[config.mk]
export PLATFORM = sky130hd
export DESIGN_NAME = hazard_scoreboard
export DESIGN_NICKNAME = d
export VERILOG_FILES = /design/src/rtl/hazard_scoreboard_pkg.sv /design/src/rtl/hazard_scoreboard_reg_timer.sv /design/src/rtl/hazard_scoreboard.sv
export SDC_FILE = /design/constraint.sdc
export NUM_CORES = 1
export LEC_CHECK = 0
export CAP_MARGIN = 20
export CORE_MARGIN = 2
export CORE_UTILIZATION = 51
export CTS_CLUSTER_DIAMETER = 30
export CTS_CLUSTER_SIZE = 20
export DETAILED_ROUTE_END_ITERATION = 10
export GPL_ROUTABILITY_DRIVEN = 0
export HOLD_SLACK_MARGIN = 0.1
export PLACE_DENSITY = 0.86
export SYNTH_ARGS = -nofsm -noshare
export SYNTH_HDL_FRONTEND = slang
export SYNTH_HIERARCHICAL = 1
export SYNTH_SLANG_ARGS = --single-unit
[constraint.sdc]
create_clock -name CLK -period 7.8 [get_ports CLK]
set_clock_uncertainty 0.2 [all_clocks]
set_input_delay 1.17 -clock CLK [delete_from_list [all_inputs] [get_ports CLK]]
set_output_delay 1.17 -clock CLK [all_outputs]
set_load 0.05 [all_outputs]
[src/rtl/hazard_scoreboard_pkg.sv]
// Shared defaults, output-action encoding and helpers for the decode-stage load-use hazard unit.
package hdu_pkg;

  localparam int unsigned REG_ADDR_W_DEF = 3;
  localparam int unsigned LOAD_LAT_DEF   = 1;

  typedef enum logic [1:0] {
    ACT_RUN    = 2'd0,
    ACT_FREEZE = 2'd1,
    ACT_BUBBLE = 2'd2
  } hdu_act_e;

  function automatic int unsigned cnt_width(input int unsigned lat);
    return $clog2(lat + 1);
  endfunction

  // Extract source index i of width w from a zero-extended packed source vector.
  function automatic int unsigned src_idx(input logic [63:0] packed_src,
                                          input int unsigned i,
                                          input int unsigned w);
    logic [63:0] shifted;
    shifted = (packed_src >> (i * w)) & ((64'd1 << w) - 64'd1);
    return 32'(shifted);
  endfunction

endpackage

[src/rtl/hazard_scoreboard_reg_timer.sv]
// Per-register countdown of cycles until an in-flight load result becomes usable.
module hdu_reg_timer #(
  parameter int unsigned CNT_W = 1
) (
  input  logic             clk,
  input  logic             rst_n,
  input  logic             freeze,
  input  logic             load,
  input  logic [CNT_W-1:0] load_val,
  output logic             busy
);

  logic [CNT_W-1:0] cnt;

  // A load arriving while the count is still running restarts it.
  always_ff @(posedge clk or negedge rst_n) begin
    if (!rst_n) begin
      cnt <= '0;
    end else if (!freeze) begin
      if (load)
        cnt <= load_val;
      else if (cnt != '0)
        cnt <= cnt - 1'b1;
    end
  end

  assign busy = (cnt != '0);

endmodule

[src/rtl/hazard_scoreboard.sv]
// Load-use hazard unit: per-register load timers, source/destination compare, pipeline enables, stall counter.
module hazard_scoreboard
  import hdu_pkg::*;
#(
  parameter int unsigned REG_ADDR_W    = REG_ADDR_W_DEF,
  parameter int unsigned NUM_SRC       = 2,
  parameter int unsigned LOAD_LAT      = LOAD_LAT_DEF,
  parameter int unsigned ZERO_REG_HARD = 0,
  parameter int unsigned STALL_CNT_W   = 16
) (
  input  logic                          CLK,
  input  logic                          RST_N,
  input  logic [NUM_SRC*REG_ADDR_W-1:0] SRC_F_D,
  input  logic [NUM_SRC-1:0]            SRC_VLD,
  input  logic [REG_ADDR_W-1:0]         DST_F_D,
  input  logic                          DST_CHK,
  input  logic [REG_ADDR_W-1:0]         DST_D_E,
  input  logic                          MEM_READ,
  input  logic                          D_E_VLD,
  input  logic                          HAZARD_POP,
  input  logic                          FLUSH_BR,
  input  logic                          MEM_WAIT,
  output logic                          F_D_ENB,
  output logic                          PC_ENB,
  output logic                          FLUSH_LOAD_USE,
  output logic [2**REG_ADDR_W-1:0]      BUSY_MASK,
  output logic [STALL_CNT_W-1:0]        STALL_CNT
);

  localparam int unsigned NUM_REGS = 2 ** REG_ADDR_W;
  localparam int unsigned CNT_W    = cnt_width(LOAD_LAT);
  localparam logic [CNT_W-1:0] LOAD_VAL = CNT_W'(LOAD_LAT - 1);

  logic                ld_live;
  logic [NUM_REGS-1:0] pend;
  logic                hit;
  logic                luse;
  hdu_act_e            act;

  assign ld_live = MEM_READ & D_E_VLD;

  for (genvar r = 0; r < NUM_REGS; r++) begin : g_timer
    localparam bit HARD0 = (ZERO_REG_HARD != 0) && (r == 0);
    hdu_reg_timer #(.CNT_W(CNT_W)) u_timer (
      .clk      (CLK),
      .rst_n    (RST_N),
      .freeze   (MEM_WAIT),
      .load     (ld_live && (DST_D_E == REG_ADDR_W'(r)) && !HARD0),
      .load_val (LOAD_VAL),
      .busy     (BUSY_MASK[r])
    );
  end

  always_comb begin
    pend = BUSY_MASK;
    if (ld_live)
      pend[DST_D_E] = 1'b1;
    if (ZERO_REG_HARD != 0)
      pend[0] = 1'b0;
  end

  always_comb begin
    hit = 1'b0;
    for (int unsigned i = 0; i < NUM_SRC; i++) begin
      if (SRC_VLD[i] && pend[REG_ADDR_W'(src_idx(64'(SRC_F_D), i, REG_ADDR_W))])
        hit = 1'b1;
    end
    if (DST_CHK && pend[DST_F_D])
      hit = 1'b1;
  end

  assign luse = HAZARD_POP & ~FLUSH_BR & ~MEM_WAIT & hit;

  // Reset forces the pipeline to run regardless of the live D/E term.
  always_comb begin
    act = ACT_RUN;
    if (!RST_N)
      act = ACT_RUN;
    else if (MEM_WAIT)
      act = ACT_FREEZE;
    else if (luse)
      act = ACT_BUBBLE;
  end

  assign F_D_ENB        = (act == ACT_RUN);
  assign PC_ENB         = (act == ACT_RUN);
  assign FLUSH_LOAD_USE = (act == ACT_BUBBLE);

  always_ff @(posedge CLK or negedge RST_N) begin
    if (!RST_N)
      STALL_CNT <= '0;
    else if (luse && (STALL_CNT != '1))
      STALL_CNT <= STALL_CNT + 1'b1;
  end

endmodule

==> flow_summary.json <==
{
  "nFillCells": 241,
  "hold_path_class": "flop to flop",
  "ant_nets": 0,
  "setup_tns_ns": 0,
  "post-cts-setup-buffers": 0,
  "gr-max-usage-layer": "met2",
  "syn-cell-area_um2": 1640,
  "crit-reg2reg-launch": "g_timer[0].u_timer/busy",
  "final_common_cell": "clkdlybuf4s50_1",
  "hpwl_um": 2910,
  "critPathRequiredTime_ns": 6.43,
  "port-buffer-count": 48,
  "ys.warnings.count": 6,
  "via_per_inst": 5.33,
  "nets": 268,
  "coreArea_um2": 3050,
  "grt_use_met2": 0.350,
  "slew_headroom": 0.400,
  "initial_core_util": 0.539,
  "pin_count": 49,
  "async_reset_ff_frac": 1.00,
  "grt_use_total": 0.220,
  "cts_hold_buf": 0,
  "crit_path_end_kind": "primary output",
  "use_met3": 0.0256,
  "final_cell_mix": "48 x clkdlybuf4s50_1, 27 x nand2_1, 24 x dfrtp_1",
  "remaining_drc_errors": 0,
  "worst_pin_slew_ns": 0.898,
  "cts_buffers": 3,
  "p_sw_mw": 0.142,
  "grt_max_degree": 27,
  "synth.distinct_cells": 48,
  "seq_area_frac_synth": 0.365,
  "syn_to_final_growth_pct": 36.2,
  "utilization": 0.734,
  "use_met1": 0.332,
  "row_count": 20,
  "dieWidth_um": 60.8,
  "p_leak_nw": 0.944,
  "period_share": 0.746,
  "synth.top_cells.by_area": "dfrtp_1 37%, xor2_1 6.9%, nand2_1 6.2%",
  "total_power_mw": 0.385,
  "htree_levels": 1,
  "min_period_ns": 5.82,
  "dieHeight_um": 60.8,
  "p_seq_frac": 0.405,
  "synth_area_per_cell_um2": 8.75,
  "clockBufferDepth": 2,
  "grt_overflow": 0,
  "crit-reg2reg-capture": "STALL_CNT[12]",
  "grt_pass1_vias": 1352,
  "postCtsResizedCells": 0,
  "clock_latency_ns": 0.32,
  "synth_cells": 188,
  "synth_top_area_share": 0.365,
  "grt_setup_unrepaired": "no",
  "r2r_slack_ns": 4.94,
  "synth_area_leader_cell": "dfrtp_1",
  "ys_seq_elements": 24,
  "p_int_mw": 0.242,
  "critical_path_class": "primary input to primary output",
  "status": "complete, no violations",
  "p_per_area_nw_per_um2": 172,
  "slew_violations": 0,
  "drive_gt1_frac": 0.0943,
  "n_antenna_cell": 0,
  "clk_pin_slew_worst_paths_ns": 0.15,
  "tritoncts": "yes",
  "power_frac_comb": 0.360,
  "grt_pass1_wl_um": 6210,
  "ir_drop_mv": 0.197,
  "setup_viol": 0,
  "synth_top_flop_cell": "dfrtp_1",
  "ctsRootBufferMaster": "clkbuf_4",
  "synth_enable_flop_cells": 0,
  "crit_fanout": 17,
  "cts_sinks": 24,
  "holdWs_ns": 0.309,
  "drtPass1Iterations": 4,
  "die_area_um2": 3690,
  "hold-path-cell-count": 1,
  "hp-start": "STALL_CNT[8]",
  "cap_viol_max_count": 0,
  "final_hold_viol_count": 0,
  "grt_antenna_before_repair": 0,
  "routedWlPerCell_um": 13.4,
  "switching_share": 0.370,
  "drt-total-wl_um": 3870,
  "dr_total_vias": 1536,
  "clock.fmax_ghz": 0.172,
  "startpoint_type": "primary input",
  "holdPathEnd": "STALL_CNT[8]",
  "drt_iter0_markers": 127,
  "cp.arrival_ns": 4.45,
  "worstRegToRegCells": 6,
  "p_clk_frac": 0.235
}
## cell families (layout without fill, tap and decap cells)
kind of cell,after synthesis,in the layout,synth area share
buffers and inverters,8,57,0.0251
DFF,24,24,0.365
AOI/OAI and AO/OA,39,39,0.168
other,1,8,0.00228
adders and majority gates,1,1,0.00761
and+or+nand+nor,99,99,0.339
muxes,3,3,0.0228
xor gates and xnor gates,13,13,0.0693
## per-layer routing
layer  wire length, um  vias to the layer above
met3               235                        2
met5                 0                        -
met1              1880                      706
met4                13                        0
met2              1740                       49
li1                  -                      779
## power groups by stage
stage | sequential [mW] | clock [mW] | combinational [mW]
after floorplan | 0.202 | 0 | 0.0386
after global placement | 0.157 | 0 | 0.137
after detailed placement | 0.157 | 0 | 0.138
after CTS | 0.155 | 0.0904 | 0.139
after global routing | 0.159 | 0.0946 | 0.146
final | 0.156 | 0.0904 | 0.138
## through the flow
step           cell area (um^2)  setup WS (ns)  cells
2_1_floorplan              1670           2.80    195
3_3_place_gp               2190           2.04    284
3_5_place_dp               2190           1.99    284
4_1_cts                    2240           1.97    288
5_1_grt                    2240           1.84    288
6_report                   2240           1.98    288
## worst max-delay path, stage by stage
cell	delay, ns
clkdlybuf4s50_1	0.53
or4_1	0.52
o2111ai_1	0.25
nor4_2	0.11
a211oi_4	0.76
inv_1	0.09
o21ai_1	0.18
clkdlybuf4s50_1	0.83
## cell usage after synthesis, types with 2 or more instances
cell type / instances
or2b_1: 2
nor3b_1: 3
dfrtp_1: 24
nand4_1: 9
nor3_1: 4
a21oi_1: 4
o21ai_1: 9
mux2_1: 2
o211ai_1: 3
nor2b_1: 4
o2111ai_1: 2
xor2_1: 13
nor2_2: 8
o21ai_0: 11
and3_1: 7
nand2b_1: 6
nand3_1: 2
nand2_1: 27
inv_1: 4
nor2_1: 16
## state kept, by name, summed over array words and instances (netlist names)
| register | cells |
|---|---|
| STALL_CNT | 16 |
| g_timer.u_timer/busy | 8 |
## final cells by class
class | instances | area [um^2] | share of cell area
clock buffers | 3 | 22.5 | 0.0101
well taps | 44 | 55.1 | 0.0246
clock inverters | 1 | 30.0 | 0.0134
multi-input cells | 163 | 1030 | 0.459
flip-flops and latches | 24 | 601 | 0.268
inverters | 4 | 15.0 | 0.00670
repair buffers | 49 | 488 | 0.218
## worst max-delay path by stage
stage / startpoint / endpoint / slack [ns] / cells past startpoint
floorplan: SRC_F_D[0] / PC_ENB / 2.80 / 8
global placement: DST_D_E[2] / PC_ENB / 2.04 / 9
detailed placement: SRC_F_D[1] / PC_ENB / 1.99 / 8
CTS: SRC_F_D[1] / PC_ENB / 1.97 / 8
global route: SRC_F_D[1] / PC_ENB / 1.84 / 8
finish: SRC_F_D[1] / PC_ENB / 1.98 / 8
(Power assumes the default switching activity.)
